==> src/rtl/pingpong_fft_feeder.sv <==
// -----------------------------------------------------------------------------
// pingpong_fft_feeder
//
// Reads one full frame at a time from the read (B) side of a ping-pong sample
// buffer and streams it into a Xilinx FFT core as complex AXI4-Stream beats.
// After reset it sends a single FFT configuration word. A small skid FIFO
// covers the RAM read latency and output backpressure, so reads are throttled
// and a stalled consumer never loses or duplicates a sample.
//
// Ports:
//   clk                   single clock, shared with the buffer's B side
//   rst                   synchronous active-high reset (also the buffer's rstb)
//   addrb       [ADDR_W]  read address into the buffer
//   doutb       [DATA_W]  read data, valid RD_LAT cycles after addrb
//   readyb                buffer reports a full frame is readable
//   finishb               one-cycle pulse: frame consumed, swap sector
//   m_axis_config_*       FFT configuration channel (tdata/tvalid/tready)
//   m_axis_data_*         FFT data channel, tdata = {imag=0, real=sample}
//   busy                  high in every state except IDLE
//   frame_count [16]      finished-frame counter, only with FEEDER_FRAME_CNT_EN
//
// Build option: define FEEDER_FRAME_CNT_EN to add the frame_count output.
//
// FIFO_DEPTH must be at least RD_LAT+2 to sustain one beat per cycle.
// -----------------------------------------------------------------------------
module pingpong_fft_feeder #(
    parameter int               ADDR_W     = 7,
    parameter int               DATA_W     = 16,
    parameter int               RD_LAT     = 1,
    parameter int               FIFO_DEPTH = 4,
    parameter int               CFG_W      = 8,
    parameter logic [CFG_W-1:0] CFG_WORD   = 8'h01
) (
    input  logic                clk,
    input  logic                rst,
    output logic [ADDR_W-1:0]   addrb,
    input  logic [DATA_W-1:0]   doutb,
    input  logic                readyb,
    output logic                finishb,
    output logic [CFG_W-1:0]    m_axis_config_tdata,
    output logic                m_axis_config_tvalid,
    input  logic                m_axis_config_tready,
    output logic [2*DATA_W-1:0] m_axis_data_tdata,
    output logic                m_axis_data_tvalid,
    input  logic                m_axis_data_tready,
    output logic                m_axis_data_tlast,
    output logic                busy
`ifdef FEEDER_FRAME_CNT_EN
    ,
    output logic [15:0]         frame_count
`endif
);

    localparam int PTR_W = (FIFO_DEPTH > 1) ? $clog2(FIFO_DEPTH) : 1;
    localparam int CNT_W = $clog2(FIFO_DEPTH + 1);

    typedef enum logic [2:0] {
        S_CFG,
        S_IDLE,
        S_READ,
        S_DRAIN,
        S_FINISH
    } state_t;

    state_t              state_q, state_d;
    logic [ADDR_W-1:0]   addr_q, addr_d;
    logic                fin_q, fin_d;
    logic                cfg_vld_q, cfg_vld_d;
    logic                busy_q, busy_d;
    logic                skip_q, skip_d;     // ignore readyb for one IDLE cycle

    // Read-latency shadow pipe: tracks which RAM outputs are real samples.
    logic [RD_LAT-1:0]   vld_pipe_q, vld_pipe_d;
    logic [RD_LAT-1:0]   last_pipe_q, last_pipe_d;

    // Skip FIFO storage plus a registered copy of its head for the outputs.
    logic [DATA_W-1:0]   fifo_data_q [FIFO_DEPTH];
    logic                fifo_last_q [FIFO_DEPTH];
    logic [PTR_W-1:0]    wr_ptr_q, wr_ptr_d;
    logic [PTR_W-1:0]    rd_ptr_q, rd_ptr_d;
    logic [CNT_W-1:0]    count_q, count_d;
    logic                out_vld_q, out_vld_d;
    logic [DATA_W-1:0]   out_data_q, out_data_d;
    logic                out_last_q, out_last_d;

    logic                issue;
    logic                push;
    logic                pop;
    int                  inflight;

    // -------------------------------------------------------------------------
    // Control FSM: next state, read issue and registered control outputs.
    // -------------------------------------------------------------------------
    // NOTE: every signal driven here gets a default first, so no path through
    // the case statement can leave a value unassigned and infer a latch.
    always_comb begin
        state_d  = state_q;
        addr_d   = addr_q;
        skip_d   = 1'b0;
        issue    = 1'b0;
        pop      = out_vld_q && m_axis_data_tready;
        push     = vld_pipe_q[RD_LAT-1];
        inflight = 0;
        for (int i = 0; i < RD_LAT; i++) begin
            inflight = inflight + int'(vld_pipe_q[i]);
        end

        case (state_q)
            S_CFG: begin
                if (cfg_vld_q && m_axis_config_tready) begin
                    state_d = S_IDLE;
                end
            end
            S_IDLE: begin
                if (readyb && !skip_q) begin
                    state_d = S_READ;
                end
            end
            S_READ: begin
                // Reserve a FIFO slot for every read still in the RAM pipe so
                // a stalled consumer can never overflow the FIFO.
                if (int'(count_q) + inflight < FIFO_DEPTH) begin
                    issue  = 1'b1;
                    addr_d = addr_q + 1'b1;   // wraps to 0 after the last read
                    if (addr_q == '1) begin
                        state_d = S_DRAIN;
                    end
                end
            end
            S_DRAIN: begin
                // The tlast beat is the only one left once it handshakes.
                if (pop && out_last_q) begin
                    state_d = S_FINISH;
                end
            end
            S_FINISH: begin
                state_d = S_IDLE;
                skip_d  = 1'b1;   // buffer drops readyb on this same edge
            end
            default: state_d = S_CFG;
        endcase

        cfg_vld_d = (state_d == S_CFG);
        fin_d     = (state_d == S_FINISH);
        busy_d    = (state_d != S_IDLE);
    end

    // -------------------------------------------------------------------------
    // Read pipe and skid FIFO next state.
    // -------------------------------------------------------------------------
    always_comb begin
        vld_pipe_d     = '0;
        last_pipe_d    = '0;
        vld_pipe_d[0]  = issue;
        last_pipe_d[0] = issue && (addr_q == '1);
        for (int i = 1; i < RD_LAT; i++) begin
            vld_pipe_d[i]  = vld_pipe_q[i-1];
            last_pipe_d[i] = last_pipe_q[i-1];
        end

        wr_ptr_d = wr_ptr_q;
        rd_ptr_d = rd_ptr_q;
        count_d  = count_q;
        if (push) begin
            wr_ptr_d = (wr_ptr_q == PTR_W'(FIFO_DEPTH - 1)) ? '0 : wr_ptr_q + 1'b1;
        end
        if (pop) begin
            rd_ptr_d = (rd_ptr_q == PTR_W'(FIFO_DEPTH - 1)) ? '0 : rd_ptr_q + 1'b1;
        end
        if (push && !pop) begin
            count_d = count_q + 1'b1;
        end else if (pop && !push) begin
            count_d = count_q - 1'b1;
        end

        // Registered head: pick the entry that will sit at rd_ptr next cycle,
        // bypassing the storage when that entry is being written right now.
        // An unpopped head keeps its value, which holds tdata/tlast on stalls.
        out_vld_d  = (count_d != '0);
        out_data_d = out_data_q;
        out_last_d = 1'b0;
        if (count_d != '0) begin
            if (push && (wr_ptr_q == rd_ptr_d)) begin
                out_data_d = doutb;
                out_last_d = last_pipe_q[RD_LAT-1];
            end else begin
                out_data_d = fifo_data_q[rd_ptr_d];
                out_last_d = fifo_last_q[rd_ptr_d];
            end
        end
    end

    // -------------------------------------------------------------------------
    // State registers.
    // -------------------------------------------------------------------------
    // NOTE: sequential state uses non-blocking assignments only, so every
    // flop samples the pre-edge values regardless of statement order.
    always_ff @(posedge clk) begin
        if (rst) begin
            state_q     <= S_CFG;
            addr_q      <= '0;
            fin_q       <= 1'b0;
            cfg_vld_q   <= 1'b0;
            busy_q      <= 1'b1;
            skip_q      <= 1'b0;
            vld_pipe_q  <= '0;
            last_pipe_q <= '0;
            wr_ptr_q    <= '0;
            rd_ptr_q    <= '0;
            count_q     <= '0;
            out_vld_q   <= 1'b0;
            out_data_q  <= '0;
            out_last_q  <= 1'b0;
        end else begin
            state_q     <= state_d;
            addr_q      <= addr_d;
            fin_q       <= fin_d;
            cfg_vld_q   <= cfg_vld_d;
            busy_q      <= busy_d;
            skip_q      <= skip_d;
            vld_pipe_q  <= vld_pipe_d;
            last_pipe_q <= last_pipe_d;
            wr_ptr_q    <= wr_ptr_d;
            rd_ptr_q    <= rd_ptr_d;
            count_q     <= count_d;
            out_vld_q   <= out_vld_d;
            out_data_q  <= out_data_d;
            out_last_q  <= out_last_d;
        end
    end

    // NOTE: the FIFO storage has no reset; the pointers and count define which
    // entries are live, so clearing the array would only add reset fan-out.
    always_ff @(posedge clk) begin
        if (push) begin
            fifo_data_q[wr_ptr_q] <= doutb;
            fifo_last_q[wr_ptr_q] <= last_pipe_q[RD_LAT-1];
        end
    end

`ifdef FEEDER_FRAME_CNT_EN
    logic [15:0] frame_cnt_q;

    always_ff @(posedge clk) begin
        if (rst) begin
            frame_cnt_q <= '0;
        end else if (fin_q) begin
            frame_cnt_q <= frame_cnt_q + 16'd1;   // wraps 0xFFFF -> 0
        end
    end

    assign frame_count = frame_cnt_q;
`else
    // No frame counter in this build.
`endif

    assign addrb                = addr_q;
    assign finishb              = fin_q;
    assign busy                 = busy_q;
    assign m_axis_config_tdata  = CFG_WORD;
    assign m_axis_config_tvalid = cfg_vld_q;
    assign m_axis_data_tvalid   = out_vld_q;
    assign m_axis_data_tlast    = out_last_q;
    assign m_axis_data_tdata    = {{DATA_W{1'b0}}, out_data_q};

endmodule

==> config.mk <==
export PLATFORM = sky130hd
export DESIGN_NAME = pingpong_fft_feeder
export DESIGN_NICKNAME = d
export VERILOG_FILES = /design/src/rtl/pingpong_fft_feeder.sv
export SDC_FILE = /design/constraint.sdc
export NUM_CORES = 1
export LEC_CHECK = 0
export BUFFER_PORTS_ARGS = -buffer_cell sky130_fd_sc_hd__buf_2
export CORE_MARGIN = 2
export CORE_UTILIZATION = 40
export DETAILED_ROUTE_END_ITERATION = 7
export GPL_TIMING_DRIVEN = 0
export MAX_ROUTING_LAYER = met4
export PLACE_DENSITY = 0.57
export SKIP_LAST_GASP = 1
export SYNTH_ARGS = -nofsm -noshare
export SYNTH_HDL_FRONTEND = slang
export SYNTH_SLANG_ARGS = --single-unit
==> constraint.sdc <==
create_clock -name clk -period 2.7 [get_ports clk]
set_input_delay 0.54 -clock clk [delete_from_list [all_inputs] [get_ports clk]]
set_output_delay 0.54 -clock clk [all_outputs]
set_load 0.03 [all_outputs]
# [After elaboration in Yosys (flattened, before gate mapping)]
# Memory sizes are Yosys's and may differ from the RTL's. A register that Yosys moved wholly into a read port is not among the register bits.
# Index checks and enable logic that the tools add are counted.
[op_classes] add_sub_neg=6 n_mul=0 div=0 n_lt_le_gt_ge=1 eq_ne=9 n_shift=0 n_mux=16 bitwise_logic=1 n_reduce_logical=15
[ops] op="3-bit two-way mux" count=7
[ops] op="3-bit case mux with 5 select lines" count=1
[ops] op="7-bit by 1-bit adder with 7-bit output, second input constant" count=1
[ops] op="7-bit equality test, second input constant" count=1
[ops] op="1-bit logical AND" count=7
[ops] op="3-bit by 2-bit equality test with 1-bit output, second input constant" count=2
[ops] op="3-bit equality test, second input constant" count=2
[ops] op="3-bit zero test" count=2
[ops] op="2-bit two-way mux" count=3
[ops] op="1-bit two-way mux" count=5
[ops] op="2-bit by 1-bit adder with 2-bit output, second input constant" count=2
[ops] op="3-bit by 1-bit adder with 4-bit output" count=1
[ops] op="2-bit equality test, second input constant" count=2
[ops] op="4-bit by 3-bit < comparator with 1-bit output, second input constant" count=1
[ops] op="3-bit by 1-bit adder with 3-bit output, second input constant" count=1
[ops] op="3-bit by 1-bit equality test with 1-bit output, second input constant" count=1
[ops] op="1-bit zero test" count=3
[ops] op="3-bit by 1-bit != test with 1-bit output, second input constant" count=1
[ops] op="3-bit nonzero test" count=1
[ops] op="3-bit by 1-bit subtractor with 3-bit output, second input constant" count=1
[ops] op="2-bit AND reduction" count=1
[ops] op="2-bit OR reduction" count=1
[ops] op="1-bit NOT" count=1
[word_totals] ff_bits=24 latch_bits=0 ram_bits=68 romBits=0 in_bits=21 output_inout_bits=52 elab_cells=62 memories=2
[mem_list] name="fifo_data_q" depth=4 word_bits=16 read_ports=1 rd_clocked_by_memory_dff=1 write_ports=1 line_no="77" text="logic [DATA_W-1:0] fifo_data_q [FIFO_DEPTH];"
[mem_list] name="fifo_last_q" depth=4 word_bits=1 read_ports=1 rd_clocked_by_memory_dff=1 write_ports=1 line_no="78" text="logic fifo_last_q [FIFO_DEPTH];"

# [Logic depth before layout (Yosys ltp)]
# Gate-level depths: netlist (run 1).
[depth] ltp_word=7 ltp_mapped=10 mapped_depth_nobuf=7

# [Worst setup path before layout (run 1)]
# OpenSTA, ideal clock, no wires.
[synth_path] path_kind="reg-to-reg" start="register out_vld_q (netlist: m_axis_data_tvalid)" end="register out_last_q (netlist: m_axis_data_tlast), read port of fifo_last_q" setup_ps=134 t_arrival_ps=2023 t_required_ps=2566 setup_slack_ps=543 path_stages_with_launch=8 path_buffers=2 synth_period_minus_slack_ps=2157 path_cell_list="dfxtp_1 > and2_4 > buf_6 > mux2i_1 > buf_4 > mux4_2 > o21ai_0 > a211oi_1"
[synth_between] elab_chain_cells=7 word_cells_on_any_way=10
[synth_rtl] element="start: declaration" line_no="82" text="logic out_vld_q, out_vld_d;"
[synth_rtl] element="start signal: assignment" line_no="226" text="out_vld_q <= out_vld_d;"
[synth_rtl] element="1-bit logical AND (*)" line_no="101" text="pop = out_vld_q && m_axis_data_tready;"
[synth_rtl] element="1-bit logical AND or 1-bit zero test (tied branches)" line_no="172, 170"
[synth_rtl] element="3-bit two-way mux or 1-bit logical AND (tied branches)" line_no="172, 170"
[synth_rtl] element="3-bit two-way mux" line_no="170" text="if (push && !pop) begin"
[synth_rtl] element="3-bit nonzero test" line_no="182" text="if (count_d != '0) begin"
[synth_rtl] element="1-bit NOT (no source line)"
[synth_rtl] element="2-bit OR reduction (no source line)"
[synth_rtl] element="end: declaration" line_no="84" text="logic out_last_q, out_last_d;"
# Mark *: on every way between the ends. The rest lies on a longest branch, timed or not.
# A chain may end at the register's enable or synchronous reset.

# [Worst setup path in the final report (run 1)]
[layout_path] start="register count_q[0]" end="register out_last_q (netlist: m_axis_data_tlast), read port of fifo_last_q"
[layout_between] elab_chain_cells=6 word_cells_on_any_way=7
[layout_rtl] element="start: declaration" line_no="81" text="logic [CNT_W-1:0] count_q, count_d;"
[layout_rtl] element="start signal: assignment" line_no="225" text="count_q <= count_d;"
[layout_rtl] element="3-bit by 1-bit subtractor with 3-bit output" line_no="173" text="count_d = count_q - 1'b1;"
[layout_rtl] element="3-bit two-way mux" line_no="172" text="end else if (pop && !push) begin"
[layout_rtl] element="3-bit two-way mux (*)" line_no="170"
[layout_rtl] element="3-bit nonzero test (*)" line_no="182"
[layout_rtl] element="1-bit NOT (no source line) (*)"
[layout_rtl] element="2-bit OR reduction (no source line) (*)"
# Marked as above.

==> impl_metrics.tcl, run 1 <==
set metrics [dict create \
    endpoint_kind "register" \
    ant_nets 0 \
    dieArea_um2 13190 \
    first_iter_violations 222 \
    final_hold_viol_count 0 \
    netlist_instances 384 \
    grt_use_met1 0.2296 \
    outcome "complete, no violations" \
    num-fill-cells 1089 \
    synth-edff-count 68 \
    die_h_um 114.8 \
    die_w_um 114.8 \
    antenna_found_initial 0 \
    busiest_layer "met2" \
    via_per_inst 5.258 \
    grt_pass1_vias 3302 \
    stdcell_count 621 \
    skew_ns 0.006794 \
    peakVddDrop_mv 0.4372 \
    rows 40 \
    arrival_ns 2.76 \
    clk_pin_slew_ns 0.07 \
    cts.sinks 109 \
    ys.flop_type "edfxtp_1" \
    slew_violations 0 \
    ys_seq_area_frac 0.5825 \
    startpoint_type "register" \
    clock_latency_ns 0.35 \
    drc_errors 0 \
    setup_violations 0 \
    crit_fanout 10 \
    relSlewSlack 0.5605 \
    cts_hold_buf 0 \
    r2r-start "count_q[0]" \
    rsz0062_at_grt "false" \
    netlist_area_um2 4915 \
    firstDrtPassIters 5 \
    seqCellArea_um2 2863 \
    final_common_cell "edfxtp_1" \
    drt-total-wl_mm 11.04 \
    avgSynthCellArea_um2 12.80 \
    synth_cell_types 50 \
    fmax_ghz 0.4001 \
    pre_cts_slack_ns -0.08800 \
    gp_congestion 0.7810 \
    utilization 0.4858 \
    yosys_register_bits 109 \
    crit_type "reg -> reg" \
    leakagePower_nw 2.188 \
    startpoint "count_q[0]" \
    dp_cells 601 \
    cap_viol_max_count 0 \
    grtUsageMet2 0.3000 \
    worst_ep_required_time_ns 2.96 \
    grt_overflow 0 \
    grt_util_all_layers 0.1825 \
    clockBufferDepth 2 \
    grt_pass1_wl_mm 17.64 \
    yosysTopAreaCell "edfxtp_1" \
    coreArea_um2 12010 \
    cts_root_buf "clkbuf_16" \
    portBuffers 48 \
    hold_start "rst" \
    yosys_warnings 0 \
    cts_buffers 9 \
    fin_crit_sh 0.9258 \
    drive_above_1_share 0.3291 \
    wl_per_cell_um 17.78 \
    grt_max_degree 19 \
    num_io_pins 73 \
    worst_slack_ns 0.2003 \
    synth_area_leaders "edfxtp_1 (42%), dfxtp_1 (17%), mux2_2 (7.3%), buf_4 (3.8%), nand3_1 (3.6%)" \
    synthArstFlopShare 0 \
    finalNetCount 498 \
    dpl.hpwl_mm 7.123 \
    area_delta_synth_final_pct 18.74 \
    cts_tree "built" \
    worstMarginPinSlew_ns 0.6586 \
    most-common-layout-cells "edfxtp_1 (68), buf_2 (52), dfxtp_1 (41)" \
    grt_use_met3 0.03110 \
    antennaDiodeCount 0 \
    period_needed_ns 2.500 \
    htreeDepth 3 \
    initial_utilization 0.4092 \
    p_per_area_nw_per_um2 869.0 \
    multi_input_area_um2 1802 \
    vias 3265 \
    synth.top_cell.area_share 0.4155 \
    hp-class "in -> reg" \
]
-- sequential cells by signal, indices dropped and copies added (netlist names), 2 cells and up --
signal and count:
wr_ptr_q 2, out_data_q 16, fifo_last_q 4, rd_ptr_q 2
state_q 3, addrb 7, count_q 3, fifo_data_q 64
-- power by group --
part / leakage (nW) / internal (W) / switching, W
Combinational: 1.07 / 0.000528 / 0.000943
Clock: 0.174 / 0.00101 / 0.000618
Sequential: 0.948 / 0.00189 / 0.0000897
Total: 2.19 / 0.00342 / 0.00165
-- kinds of logic (layout without fill, tap and decap cells) --
family / count (synthesis) / in the layout / share of synthesized area
compound gates: 50 / 50 / 0.09649
xor+xnor: 11 / 11 / 0.02113
fa+ha+maj: 8 / 8 / 0.02037
buf+inv: 55 / 123 / 0.07026
flops: 109 / 109 / 0.5825
mux: 37 / 37 / 0.08605
other cells: 2 / 24 / 0.001528
simple gates: 112 / 112 / 0.1217
-- metal layers --
layer  vias up  wire length, µm
met3         8              531
met2        86             5386
met1      1595             5028
li1       1576                -
met5         -                0
met4         0               95
-- synthesized netlist by cell type (6+ instances only) --
library cell / instances
mux2_2: 32
xor2_1: 6
and2_1: 9
a41oi_2: 9
nand3_1: 35
buf_4: 25
nor2_1: 23
nand2_1: 8
clkbuf_1: 15
edfxtp_1: 68
ha_1: 8
dfxtp_1: 41
nand4_1: 21
a41oi_1: 6
o31ai_1: 16
-- timing repair --
action | 4_1_cts | 5_1_grt
buffers inserted | 0 | 4
setup endpoints to repair | 68 | 2
pin swaps | 0 | 2
resized for setup | 4 | 1
-- cell type report --
type	instances	area share
inverter	6	0.003859
buffer	49	0.05532
clock buffer	9	0.03859
sequential	109	0.4906
timing repair buffer	52	0.04631
multi-input combinational	242	0.3087
tap	147	0.03152
clock inverter	7	0.02509
-- metrics by stage --
step	hold WS, ns	total power [W]	setup TNS (ns)	area, µm²
floorplan	0.4607	0.003075	0	4997
global placement	0.5051	0.003457	-3.573	5421
detailed placement	0.5099	0.003483	-3.236	5421
CTS	0.4129	0.005098	0	5798
global route	0.4174	0.005290	0	5836
finish	0.4164	0.005071	0	5836
-- worst paths after layout --
check | end | slack [ns] | cells past startpoint
worst max-delay path | m_axis_data_tlast | 0.20 | 9
worst min-delay path | state_q[1] | 0.42 | 2
worst max register to register | m_axis_data_tlast | 0.20 | 9
worst min register to register | fifo_last_q[2] | 0.53 | 0
-- critical path, stage by stage, from the launching register on --
cell      delay, ns
dfxtp_1        0.46
inv_2          0.06
ha_1           0.33
and4_1         0.21
a211oi_1       0.20
a31o_1         0.14
buf_6          0.15
clkbuf_1       0.50
nor2_1         0.14
a211oi_1       0.21
(Power assumes the default switching activity.)
==> run 2, diff against run 1 <==
--- a/config.mk
+++ b/config.mk
@@ -5,13 +5,15 @@
 export SDC_FILE = /design/constraint.sdc
 export NUM_CORES = 1
 export LEC_CHECK = 0
-export BUFFER_PORTS_ARGS = -buffer_cell sky130_fd_sc_hd__buf_2
+export CAP_MARGIN = 40
 export CORE_MARGIN = 2
 export CORE_UTILIZATION = 40
+export CTS_BUF_LIST = sky130_fd_sc_hd__clkbuf_4 sky130_fd_sc_hd__clkbuf_8
 export DETAILED_ROUTE_END_ITERATION = 7
+export DONT_BUFFER_PORTS = 1
 export GPL_TIMING_DRIVEN = 0
 export MAX_ROUTING_LAYER = met4
-export PLACE_DENSITY = 0.57
+export PLACE_DENSITY = 0.52
 export SKIP_LAST_GASP = 1
 export SYNTH_ARGS = -nofsm -noshare
 export SYNTH_HDL_FRONTEND = slang
==> run 2 against run 1 <==
Die area unchanged. Core utilization decreased by 3.4 points. Power decreased by 16%. Clock skew increased by 0.0096 ns. Worst hold slack got worse by 0.19 ns. Combinational power decreased by 20%. Register-to-register slack got worse by 0.04 ns. Cell count decreased by 7.4%. Routed wire length increased by 2.2%.
==> impl_metrics.tcl, run 2 (synthesized netlist as in run 1, its figures left out) <==
set metrics [dict create \
    rsz0062_at_grt "false" \
    area_delta_synth_final_pct 10.54 \
    grt_max_degree 19 \
    arrival_ns 2.86 \
    setup_tns_ns 0 \
    largest_register_ffs 64 \
    outcome "complete, no violations" \
    whs_ns 0.2263 \
    cts_tree "built" \
    coreArea_um2 12010 \
    top_register "fifo_data_q" \
    clock_latency_ns 0.39 \
    fin_crit_sh 0.9395 \
    period_needed_ns 2.537 \
    grt_pass1_vias 3094 \
    drc_errors 0 \
    cap_viol_max_count 0 \
    dpl.hpwl_mm 7.535 \
    endpoint_kind "register" \
    portBuffers 0 \
    cts_buffers 9 \
    startpoint_type "register" \
    skew_ns 0.01638 \
    stdcell_count 575 \
    num_io_pins 73 \
    antenna_found_initial 0 \
    die_h_um 114.8 \
    leakagePower_nw 1.903 \
    crit_path_cell_trace "and2_4 -> buf_6 -> mux2i_1 -> buf_4 -> clkbuf_1 -> nand3_1 -> a41oi_2" \
    pre_cts_slack_ns 0.004515 \
    htreeDepth 3 \
    worst_slack_ns 0.1635 \
    first_iter_violations 192 \
    ant_nets 0 \
    worst_ep_required_time_ns 3.03 \
    hp-class "in -> reg" \
    initial_utilization 0.4092 \
    grt_util_all_layers 0.1814 \
    wl_per_cell_um 19.62 \
    peakVddDrop_mv 0.3094 \
    most-common-layout-cells "edfxtp_1 (68), dfxtp_1 (41), nand3_1 (35)" \
    cp_slowest_cell "dfxtp_1" \
    crit_fanout 10 \
    finalNetCount 452 \
    via_per_inst 5.489 \
    utilization 0.4523 \
    cts_root_buf "clkbuf_8" \
    setup_violations 0 \
    worstMarginPinSlew_ns 0.7526 \
    gp_congestion 0.7285 \
    final_common_cell "edfxtp_1" \
    clockBufferDepth 2 \
    final_hold_viol_count 0 \
    die_w_um 114.8 \
    dp_cells 558 \
    slowest_delay_ns 0.63 \
    fmax_ghz 0.3942 \
    cts.sinks 109 \
    vias 3156 \
    grt_pass1_wl_mm 17.18 \
    clk_pin_slew_ns 0.10 \
    crit_type "reg -> reg" \
    grt_overflow 0 \
    p_per_area_nw_per_um2 781.5 \
    rows 40 \
    drt-total-wl_mm 11.28 \
    crit_family "buffers and inverters" \
    crit_buf_inv 3 \
    antennaDiodeCount 0 \
    dieArea_um2 13190 \
    drive_above_1_share 0.2477 \
    relSlewSlack 0.4961 \
    num-fill-cells 1111 \
    slew_violations 0 \
    firstDrtPassIters 4 \
]
-- run 2: worst paths after layout --
| kind | slack (ns) | depth (start not counted) | start | to |
|---|---|---|---|---|
| setup reg to reg | 0.16 | 7 | m_axis_data_tvalid | out_data_q[15] |
| hold / removal | 0.23 | 1 | rst | state_q[1] |
| setup / recovery | 0.16 | 7 | m_axis_data_tvalid | out_data_q[15] |
| hold reg to reg | 0.53 | 1 | state_q[0] | skip_q |
-- run 2: stage by stage --
| step | total power (W) | cell area (µm²) |
|---|---|---|
| 2_1_floorplan | 0.003075 | 4997 |
| 3_3_place_gp | 0.003370 | 5181 |
| 3_5_place_dp | 0.003398 | 5249 |
| 4_1_cts | 0.004296 | 5435 |
| 5_1_grt | 0.004454 | 5433 |
| 6_report | 0.004246 | 5433 |
-- run 2: layout make-up --
cell class              count  area (µm²)  area share
flip-flops and latches    109        2863      0.5269
multi-input cells         242        1789      0.3293
plain buffers              48       321.6     0.05919
well taps                 147       183.9     0.03386
clock buffers              10       131.4     0.02418
repair buffers              7       82.58     0.01520
clock inverters             6       38.79    0.007140
inverters                   6       22.52    0.004146
-- run 2: where the power goes --
part	switching, W	internal, W	total (W)
logic	0.000706	0.000463	0.00117
registers	0.000288	0.00189	0.00217
clock network	0.000558	0.000345	0.000903
-- run 2: repair_timing --
action | in CTS | in global routing
setup buffers | 2 | 0
pin swaps | 1 | 0
resized for setup | 1 | 2
hold buffers | 0 | 0
setup endpoints to repair | 1 | 1
-- run 2: layer usage --
metal,global-route usage,wire (µm),vias to the layer above
met3,0.04744,686,13
met2,0.2890,5536,95
met4,0.06827,148,0
met1,0.2221,4913,1567
li1,-,-,1481
met5,-,0,-
